[src/rtl/bus_sequencer_if.sv]
// Bus-side signal bundle between the sequencer and the bus multiplexer.
interface bus_sequencer_if #(
  parameter int WIDTH = 16
);
  logic             run;
  logic [WIDTH-1:0] din;
  logic [WIDTH-1:0] bus;
  logic [3:0]       sel;
  logic [WIDTH-1:0] imm;
  logic [WIDTH-1:0] r0;
  logic [WIDTH-1:0] r1;
  logic [WIDTH-1:0] r2;
  logic [WIDTH-1:0] r3;
  logic [WIDTH-1:0] r4;
  logic [WIDTH-1:0] r5;
  logic [WIDTH-1:0] r6;
  logic [WIDTH-1:0] r7;
  logic [WIDTH-1:0] r;
  logic             done;

  // Sequencer side: takes run/din/bus, drives select, register exports, done.
  modport master (
    input  run, din, bus,
    output sel, imm, r0, r1, r2, r3, r4, r5, r6, r7, r, done
  );

  // Environment side: multiplexer plus instruction source.
  modport slave (
    output run, din, bus,
    input  sel, imm, r0, r1, r2, r3, r4, r5, r6, r7, r, done
  );
endinterface

[src/rtl/bus_sequencer.sv]
// Multi-cycle instruction sequencer: decodes mv/mvi/add/sub/nop, steers the
// bus multiplexer through sel and captures the bus into R0..R7, A and G.
module bus_sequencer #(
  parameter int WIDTH = 16
) (
  input  logic            clk,
  input  logic            rst,
  bus_sequencer_if.master bif
);

  localparam logic [1:0] T0 = 2'd0;
  localparam logic [1:0] T1 = 2'd1;
  localparam logic [1:0] T2 = 2'd2;
  localparam logic [1:0] T3 = 2'd3;

  localparam logic [2:0] OP_MV  = 3'b000;
  localparam logic [2:0] OP_MVI = 3'b001;
  localparam logic [2:0] OP_ADD = 3'b010;
  localparam logic [2:0] OP_SUB = 3'b011;

  localparam logic [3:0] SEL_IMM  = 4'b1000;
  localparam logic [3:0] SEL_G    = 4'b1001;
  localparam logic [3:0] SEL_IDLE = 4'b1111;

  logic [1:0]       r_state;
  // Only opcode/rX/rY are kept; the low instruction bits are never decoded.
  logic [8:0]       r_ir;
  logic [WIDTH-1:0] r_a;
  logic [WIDTH-1:0] r_g;
  logic [WIDTH-1:0] r_imm;
  logic [WIDTH-1:0] r_regs [8];

  logic [2:0] w_op;
  logic [2:0] w_rx;
  logic [2:0] w_ry;
  logic [1:0] w_next;
  logic [3:0] w_sel;
  logic       w_done;
  logic       w_ir_ld;
  logic       w_imm_ld;
  logic       w_a_ld;
  logic       w_g_ld;
  logic       w_wr;

  assign w_op = r_ir[8:6];
  assign w_rx = r_ir[5:3];
  assign w_ry = r_ir[2:0];

  // Per-state decode: bus source, load strobes, done and next state.
  always_comb begin
    w_next   = r_state;
    w_sel    = SEL_IDLE;
    w_done   = 1'b0;
    w_ir_ld  = 1'b0;
    w_imm_ld = 1'b0;
    w_a_ld   = 1'b0;
    w_g_ld   = 1'b0;
    w_wr     = 1'b0;
    case (r_state)
      T0: begin
        if (bif.run) begin
          w_ir_ld = 1'b1;
          w_next  = T1;
        end
      end
      T1: begin
        case (w_op)
          OP_MV: begin
            w_sel  = {1'b0, w_ry};
            w_wr   = 1'b1;
            w_done = 1'b1;
            w_next = T0;
          end
          OP_MVI: begin
            w_imm_ld = 1'b1;
            w_next   = T2;
          end
          OP_ADD, OP_SUB: begin
            w_sel  = {1'b0, w_rx};
            w_a_ld = 1'b1;
            w_next = T2;
          end
          default: begin
            w_done = 1'b1;
            w_next = T0;
          end
        endcase
      end
      T2: begin
        case (w_op)
          OP_MVI: begin
            w_sel  = SEL_IMM;
            w_wr   = 1'b1;
            w_done = 1'b1;
            w_next = T0;
          end
          OP_ADD, OP_SUB: begin
            w_sel  = {1'b0, w_ry};
            w_g_ld = 1'b1;
            w_next = T3;
          end
          default: w_next = T0;
        endcase
      end
      default: begin
        if (w_op == OP_ADD || w_op == OP_SUB) begin
          w_sel  = SEL_G;
          w_wr   = 1'b1;
          w_done = 1'b1;
        end
        w_next = T0;
      end
    endcase
  end

  // State and datapath registers; every register write takes the bus value.
  always_ff @(posedge clk) begin
    if (rst) begin
      r_state <= T0;
      r_ir    <= '0;
      r_a     <= '0;
      r_g     <= '0;
      r_imm   <= '0;
      for (int unsigned i = 0; i < 8; i++) r_regs[i] <= '0;
    end else begin
      r_state <= w_next;
      if (w_ir_ld)  r_ir  <= bif.din[WIDTH-1:WIDTH-9];
      if (w_imm_ld) r_imm <= bif.din;
      if (w_a_ld)   r_a   <= bif.bus;
      if (w_g_ld)   r_g   <= (w_op == OP_SUB) ? (r_a - bif.bus) : (r_a + bif.bus);
      if (w_wr)     r_regs[w_rx] <= bif.bus;
    end
  end

  assign bif.sel  = w_sel;
  assign bif.done = w_done;
  assign bif.imm  = r_imm;
  assign bif.r    = r_g;
  assign bif.r0   = r_regs[0];
  assign bif.r1   = r_regs[1];
  assign bif.r2   = r_regs[2];
  assign bif.r3   = r_regs[3];
  assign bif.r4   = r_regs[4];
  assign bif.r5   = r_regs[5];
  assign bif.r6   = r_regs[6];
  assign bif.r7   = r_regs[7];

endmodule

[src/flat_wrapper.sv]
// flat-port wrapper written by rule: the top's interface ports become plain ports
module bus_sequencer_flat 
#(
  parameter int WIDTH = 16
)
  (clk, rst, bif_run, bif_din, bif_bus, bif_sel, bif_imm, bif_r0, bif_r1, bif_r2, bif_r3, bif_r4, bif_r5, bif_r6, bif_r7, bif_r, bif_done);
  bus_sequencer_if #(.WIDTH(WIDTH)) bif_i ();
  input  logic clk;
  input  logic rst;
  input wire logic [$bits(bif_i.run)-1:0] bif_run;
  input wire logic [$bits(bif_i.din)-1:0] bif_din;
  input wire logic [$bits(bif_i.bus)-1:0] bif_bus;
  output wire logic [$bits(bif_i.sel)-1:0] bif_sel;
  output wire logic [$bits(bif_i.imm)-1:0] bif_imm;
  output wire logic [$bits(bif_i.r0)-1:0] bif_r0;
  output wire logic [$bits(bif_i.r1)-1:0] bif_r1;
  output wire logic [$bits(bif_i.r2)-1:0] bif_r2;
  output wire logic [$bits(bif_i.r3)-1:0] bif_r3;
  output wire logic [$bits(bif_i.r4)-1:0] bif_r4;
  output wire logic [$bits(bif_i.r5)-1:0] bif_r5;
  output wire logic [$bits(bif_i.r6)-1:0] bif_r6;
  output wire logic [$bits(bif_i.r7)-1:0] bif_r7;
  output wire logic [$bits(bif_i.r)-1:0] bif_r;
  output wire logic [$bits(bif_i.done)-1:0] bif_done;
  assign bif_i.run = bif_run;
  assign bif_i.din = bif_din;
  assign bif_i.bus = bif_bus;
  assign bif_sel = bif_i.sel;
  assign bif_imm = bif_i.imm;
  assign bif_r0 = bif_i.r0;
  assign bif_r1 = bif_i.r1;
  assign bif_r2 = bif_i.r2;
  assign bif_r3 = bif_i.r3;
  assign bif_r4 = bif_i.r4;
  assign bif_r5 = bif_i.r5;
  assign bif_r6 = bif_i.r6;
  assign bif_r7 = bif_i.r7;
  assign bif_r = bif_i.r;
  assign bif_done = bif_i.done;
  bus_sequencer #(.WIDTH(WIDTH)) u_core (.clk(clk), .rst(rst), .bif(bif_i));
endmodule
[config.mk]
export PLATFORM = sky130hd
export DESIGN_NAME = bus_sequencer_flat
export DESIGN_NICKNAME = d
export VERILOG_FILES = /design/src/rtl/bus_sequencer_if.sv /design/src/rtl/bus_sequencer.sv /design/src/flat_wrapper.sv
export SDC_FILE = /design/constraint.sdc
export NUM_CORES = 1
export LEC_CHECK = 0
export CAP_MARGIN = 20
export CORE_MARGIN = 2
export CORE_UTILIZATION = 35
export DETAILED_ROUTE_END_ITERATION = 8
export PLACE_DENSITY_LB_ADDON = 0.12
export SLEW_MARGIN = 20
export SYNTH_ARGS = -nofsm -noshare
export SYNTH_HDL_FRONTEND = slang
export SYNTH_SLANG_ARGS = --single-unit
[constraint.sdc]
create_clock -name clk -period 7.4 [get_ports clk]
set_input_delay 0.74 -clock clk [delete_from_list [all_inputs] [get_ports clk]]
set_output_delay 0.74 -clock clk [all_outputs]
set_load 0.005 [all_outputs]
After elaboration in Yosys (flattened, before gate mapping)
Memory sizes are Yosys's and may differ from the RTL's.
Index checks and enable logic that the tools add are counted.
{"block": "totals", "ff_bits": 59, "ram_bits": 128, "input_bits": 35, "out_inout_bits": 165, "elab_cells": 49, "mem_count": 1}
{"block": "op_classes", "add_sub_neg": 2, "eq_ne": 6, "n_mux": 29, "n_reduce_logical": 6}
{"name": "u_core.r_regs", "words": 8, "width": 16, "rd": 8, "rd_clocked_by_memory_dff": 0, "wr": 8, "line_no": "bus_sequencer.sv:31", "text": "logic [WIDTH-1:0] r_regs [8];"}
{"operator": "16-bit 2-to-1 mux", "n": 2}
{"operator": "16-bit adder", "n": 1}
{"operator": "1-bit 2-to-1 mux", "n": 16}
{"operator": "4-bit case mux with 2 select lines", "n": 2}
{"operator": "16-bit OR reduction", "n": 1}
{"operator": "16-bit subtractor", "n": 1}
{"operator": "4-bit case mux with 3 select lines", "n": 1}
{"operator": "3-bit by 2-bit equality test with 1-bit output (second input constant)", "n": 2}
{"operator": "2-bit 2-to-1 mux", "n": 3}
{"operator": "3-bit 2-to-1 mux", "n": 2}
{"operator": "1-bit case mux with 3 select lines", "n": 2}
{"operator": "2-bit case mux with 3 select lines", "n": 1}
{"operator": "3-bit by 1-bit equality test with 1-bit output (second input constant)", "n": 1}
{"operator": "3-bit logical NOT", "n": 1}
{"operator": "3-bit OR reduction", "n": 1}
{"operator": "2-bit by 1-bit equality test with 1-bit output (second input constant)", "n": 1}
{"operator": "2-bit equality test (second input constant)", "n": 1}
{"operator": "2-bit logical NOT", "n": 1}
{"operator": "2-bit inequality test (second input constant)", "n": 1}
{"operator": "2-bit OR reduction", "n": 1}
{"operator": "1-bit logical OR", "n": 1}

Depth between registers and ports, before layout
{"block": "logic_depth", "word_depth": 9, "mapped_depth": 14, "depth_no_buf": 13}

Worst setup path after synthesis
Ideal clock, no wire load.
{"block": "synth_path", "path_kind": "input port to flip-flop", "from": "input rst", "to": "memory u_core.r_regs[3][0] (enable)", "setup_ps": 411, "arrival_ps": 2996, "required_ps": 6989, "slack_ps": 3993, "cell_stages": 6, "path_buffers": 3, "cell_sequence": "clkbuf_1 > a2111o_1 > or2_1 > buf_6 > buf_2 > o21ai_0"}
{"element": "from (decl)", "line_no": "flat_wrapper.sv:9", "text": "input logic rst;"}
{"element": "to (decl)", "line_no": "bus_sequencer.sv:31"}

Final worst setup path
{"block": "layout_path", "from": "input bif_bus[2]", "to": "register u_core.r_g[13], in the netlist u_core.bif.r[13]"}
{"block": "layout_between", "elab_chain_cells": 2, "word_cells_on_any_way": 3, "classes_between": "add/sub: 2; mux: 1"}
{"element": "from (decl)", "line_no": "flat_wrapper.sv:12", "text": "input wire logic [$bits(bif_i.bus)-1:0] bif_bus;"}
{"element": "16-bit adder / 16-bit subtractor (equally long branches)", "line_no": "bus_sequencer.sv:130", "text": "if (w_g_ld) r_g <= (w_op == OP_SUB) ? (r_a - bif.bus) : (r_a + bif.bus);"}
{"element": "16-bit 2-to-1 mux (*)", "line_no": "bus_sequencer.sv:130"}
{"element": "to (signal assigned)", "line_no": "bus_sequencer.sv:130"}
{"element": "to (decl)", "line_no": "bus_sequencer.sv:29", "text": "logic [WIDTH-1:0] r_g;"}
Mark *: on every way between the ends. The rest lies on a longest branch, timed or not.
A chain may end at the register's enable or synchronous reset.

==> impl_metrics.py <==
metrics = {
    "global_route": {
        "gr-total-overflow": 0,
        "grt_pass1_vias": 5741,
        "grt_usage_pct": 18.1,
        "grt_pass1_wl_microns": 33600,
        "antenna_found_initial": 0,
        "grt_start_max_net_pins": 63,
    },
    "worst_setup_path": {
        "cp_max_fo": 14,
        "slowest_stage": "clkdlybuf4s50_1",
        "r2r_slack_ns": 3.89,
        "slowest_delay_ns": 0.71,
        "path_delay_family": "compound AO/OA/AOI/OAI gates",
        "arrival_ns": 4.34,
        "worstRegToRegCells": 11,
        "worstPathCellList": "clkdlybuf4s50_1 > nor4_1 > nand2_1 > o41ai_1 > xor2_1 > ha_1 > nand2_1 > a311oi_1 > o211ai_1 > and3_1 > o41ai_1",
        "endpoint_kind": "flip-flop",
        "rr_startpoint": "u_core.r_ir[7]",
        "crit_buf_inv": 1,
        "critPathLaunchType": "primary input",
        "r2r-end": "u_core.bif.r[14]",
        "required_ns": 7.72,
        "critPathKind": "in2reg",
    },
    "worst_hold_path": {
        "whs_endpoint": "u_core.bif.imm[5]",
        "hold_start": "u_core.bif.imm[5]",
        "min_path_cells": 2,
        "hold_path.class": "reg2reg",
    },
    "layout": {
        "fin_nets": 965,
        "area_delta_synth_final_pct": 34.9,
        "n_antenna_cell": 0,
        "drive_gt1_share_pct": 6.05,
    },
    "placement": {
        "hpwlAfterDp_microns": 15300,
        "gp_congestion": 0.820,
        "port-buffer-count": 199,
    },
    "logic_synthesis": {
        "ys.flop_type": "edfxtp_1",
        "synth_seq_cells": 187,
        "synth_edf_count": 128,
        "yosys_warnings": 0,
        "ys_seq_area_share_pct": 61.5,
        "syn_inst": 740,
        "synth_cell_type_count": 53,
        "syn_nets": 792,
        "syn-cell-area_sq_mm": 0.00817,
        "ys_async_sr_fraction_pct": 0,
        "synth.avg_cell_area_sq_um": 11.0,
    },
    "sta": {
        "max_slew_margin_pct": 31.7,
        "finClkSkew_ns": 0.0141,
        "timing.hold.ws_ns": 0.455,
        "worst_pin_slew_ns": 1.02,
        "rsz0062_at_grt": "false",
        "setup-violations-final": 0,
        "fmax_mhz": 249,
        "timing.final.crit_period_ns": 4.02,
        "fin_setup_tns_ns": 0,
        "drv_slew": 0,
        "hold_viol_final": 0,
        "period_share_pct": 54.3,
    },
    "floorplan": {
        "ios": 200,
        "num_rows": 55,
        "start_util_pct": 35.9,
        "core_region_area_sq_mm": 0.0228,
        "die_x_microns": 157,
        "die-area_sq_mm": 0.0246,
        "die_y_microns": 157,
    },
    "route": {
        "ant_nets": 0,
        "first_pass_iters": 5,
        "drt-total-wl_microns": 21800,
        "routed_via_density": 4.80,
        "vias": 5951,
        "drt_iter0_markers": 342,
        "drc": 0,
        "wl_per_cell_microns": 17.6,
    },
    "power_and_ir_drop": {
        "p_leak_uw": 0.00397,
        "vdd_drop_max_v": 0.000150,
        "p_per_area_mw_per_mm2": 211,
    },
    "cts": {
        "numCtsBuffers": 17,
        "htreeDepth": 4,
        "cts.sinks": 187,
        "hold_buffers": 0,
        "clk_pin_slew_worst_paths_ns": 0.08,
        "cts_tree": "built",
        "cts_root_buffer": "clkbuf_16",
        "clk_latency_ns": 0.44,
        "clockBufferDepth": 2,
        "ctsResizeCount": 0,
        "cts_setup_buffers": 0,
    },
    "job": {
        "drv_cap": 0,
    },
    "run_status": {
        "status": "finished clean",
    },
}
where the power goes:
part	internal, uW	switching (uW)
logic	105	112
registers	1150	19.9
clock network	490	453
cells by family (layout without fill, tap and decap cells):
logic type,Yosys count,in the layout,synth area share [%]
simple gates,315,315,20.3
flops,187,187,61.5
compound gates,128,128,8.99
buf+inv,63,249,3.20
xor+xnor,21,21,2.25
fa+ha+maj,17,17,2.70
mux,9,9,1.10
layout by cell type (no fill, tap or decap), drive strengths merged, types with 5 or more instances in the layout:
master / Yosys / layout
clkdlybuf4s50: 0 / 198
edfxtp: 128 / 128
and2: 113 / 113
nand2: 91 / 91
a21oi: 67 / 67
dfxtp: 59 / 59
nor2: 44 / 44
o21ai: 27 / 27
nor3: 25 / 25
clkbuf: 45 / 17
ha: 16 / 16
inv: 9 / 16
xnor2: 14 / 14
nand2b: 10 / 10
clkinv: 3 / 10
mux2i: 9 / 9
nor4: 7 / 7
xor2: 7 / 7
buf: 6 / 7
a21o: 6 / 6
nand3: 5 / 5
a31oi: 5 / 5
or2: 5 / 5
how the worst max path moves through the flow:
stage | slack [ns] | end | startpoint | depth (start not counted)
after floorplan | 3.99 | u_core.r_regs[3][0] | rst | 6
after global placement | 3.07 | u_core.bif.r[14] | bif_bus[0] | 12
after detailed placement | 2.96 | u_core.bif.r[13] | bif_bus[2] | 11
after CTS | 3.42 | u_core.bif.r[13] | bif_bus[2] | 11
after global routing | 3.02 | u_core.bif.r[13] | bif_bus[2] | 11
final | 3.39 | u_core.bif.r[13] | bif_bus[2] | 11
worst reg2reg max path: stages (launching register included):
cell	delay, ns
dfxtp_1	0.56
nand2_1	0.12
nor2_1	0.42
a21oi_1	0.12
xnor2_1	0.16
ha_1	0.36
a21o_1	0.20
a221oi_1	0.39
o21ai_0	0.26
a41oi_1	0.44
mux2i_1	0.24
a31oi_1	0.09
sequential cells by signal (all words and copies together) (netlist names):
signal          cells
u_core.bif.imm     16
u_core.bif.r       16
u_core.r_a         16
u_core.r_ir         9
u_core.r_regs     128
u_core.r_state      2
through the flow:
stage	total power, uW	cell area [sq um]	setup slack, ns	util (%)	std cells
finish	2330	11000	3.39	48.4	1239
global route	2420	11000	3.02	48.4	1239
CTS	2360	11000	3.42	48.4	1239
detailed placement	1410	10400	2.96	45.7	1207
global placement	1410	10400	3.07	45.7	1207
floorplan	1280	8170	3.99	-	740
cells in the mapped netlist, types with 9 or more instances:
cell type | count | share of area (%)
a21oi_1 | 67 | 4.1
and2_1 | 113 | 8.7
clkbuf_1 | 42 | 1.9
dfxtp_1 | 59 | 14
edfxtp_1 | 128 | 47
ha_1 | 16 | 2.5
inv_1 | 9 | 0.41
mux2i_1 | 9 | 1.1
nand2_1 | 91 | 4.2
nand2b_1 | 9 | 0.69
nor2_1 | 41 | 1.9
nor3_1 | 23 | 1.4
o21ai_0 | 27 | 1.7
xnor2_1 | 14 | 1.5
metal layers:
| metal | GRT usage, % | vias up | wire length, microns |
|---|---|---|---|
| li1 | - | 2917 | - |
| met2 | 28.2 | 194 | 9890 |
| met4 | 4.85 | 0 | 289 |
| met5 | 0 | - | 0 |
| met3 | 3.90 | 20 | 1260 |
| met1 | 25.5 | 2820 | 10400 |
layout make-up:
| class | instances | area (sq um) |
|---|---|---|
| multi-input cells | 490 | 2910 |
| flip-flops and latches | 187 | 5020 |
| inverters | 12 | 45.0 |
| repair buffers | 205 | 2030 |
| well taps | 313 | 392 |
| clock buffers | 17 | 425 |
| clock inverters | 15 | 193 |
| fillers | 2101 | 11800 |
Power figures use the tool's default switching activity.
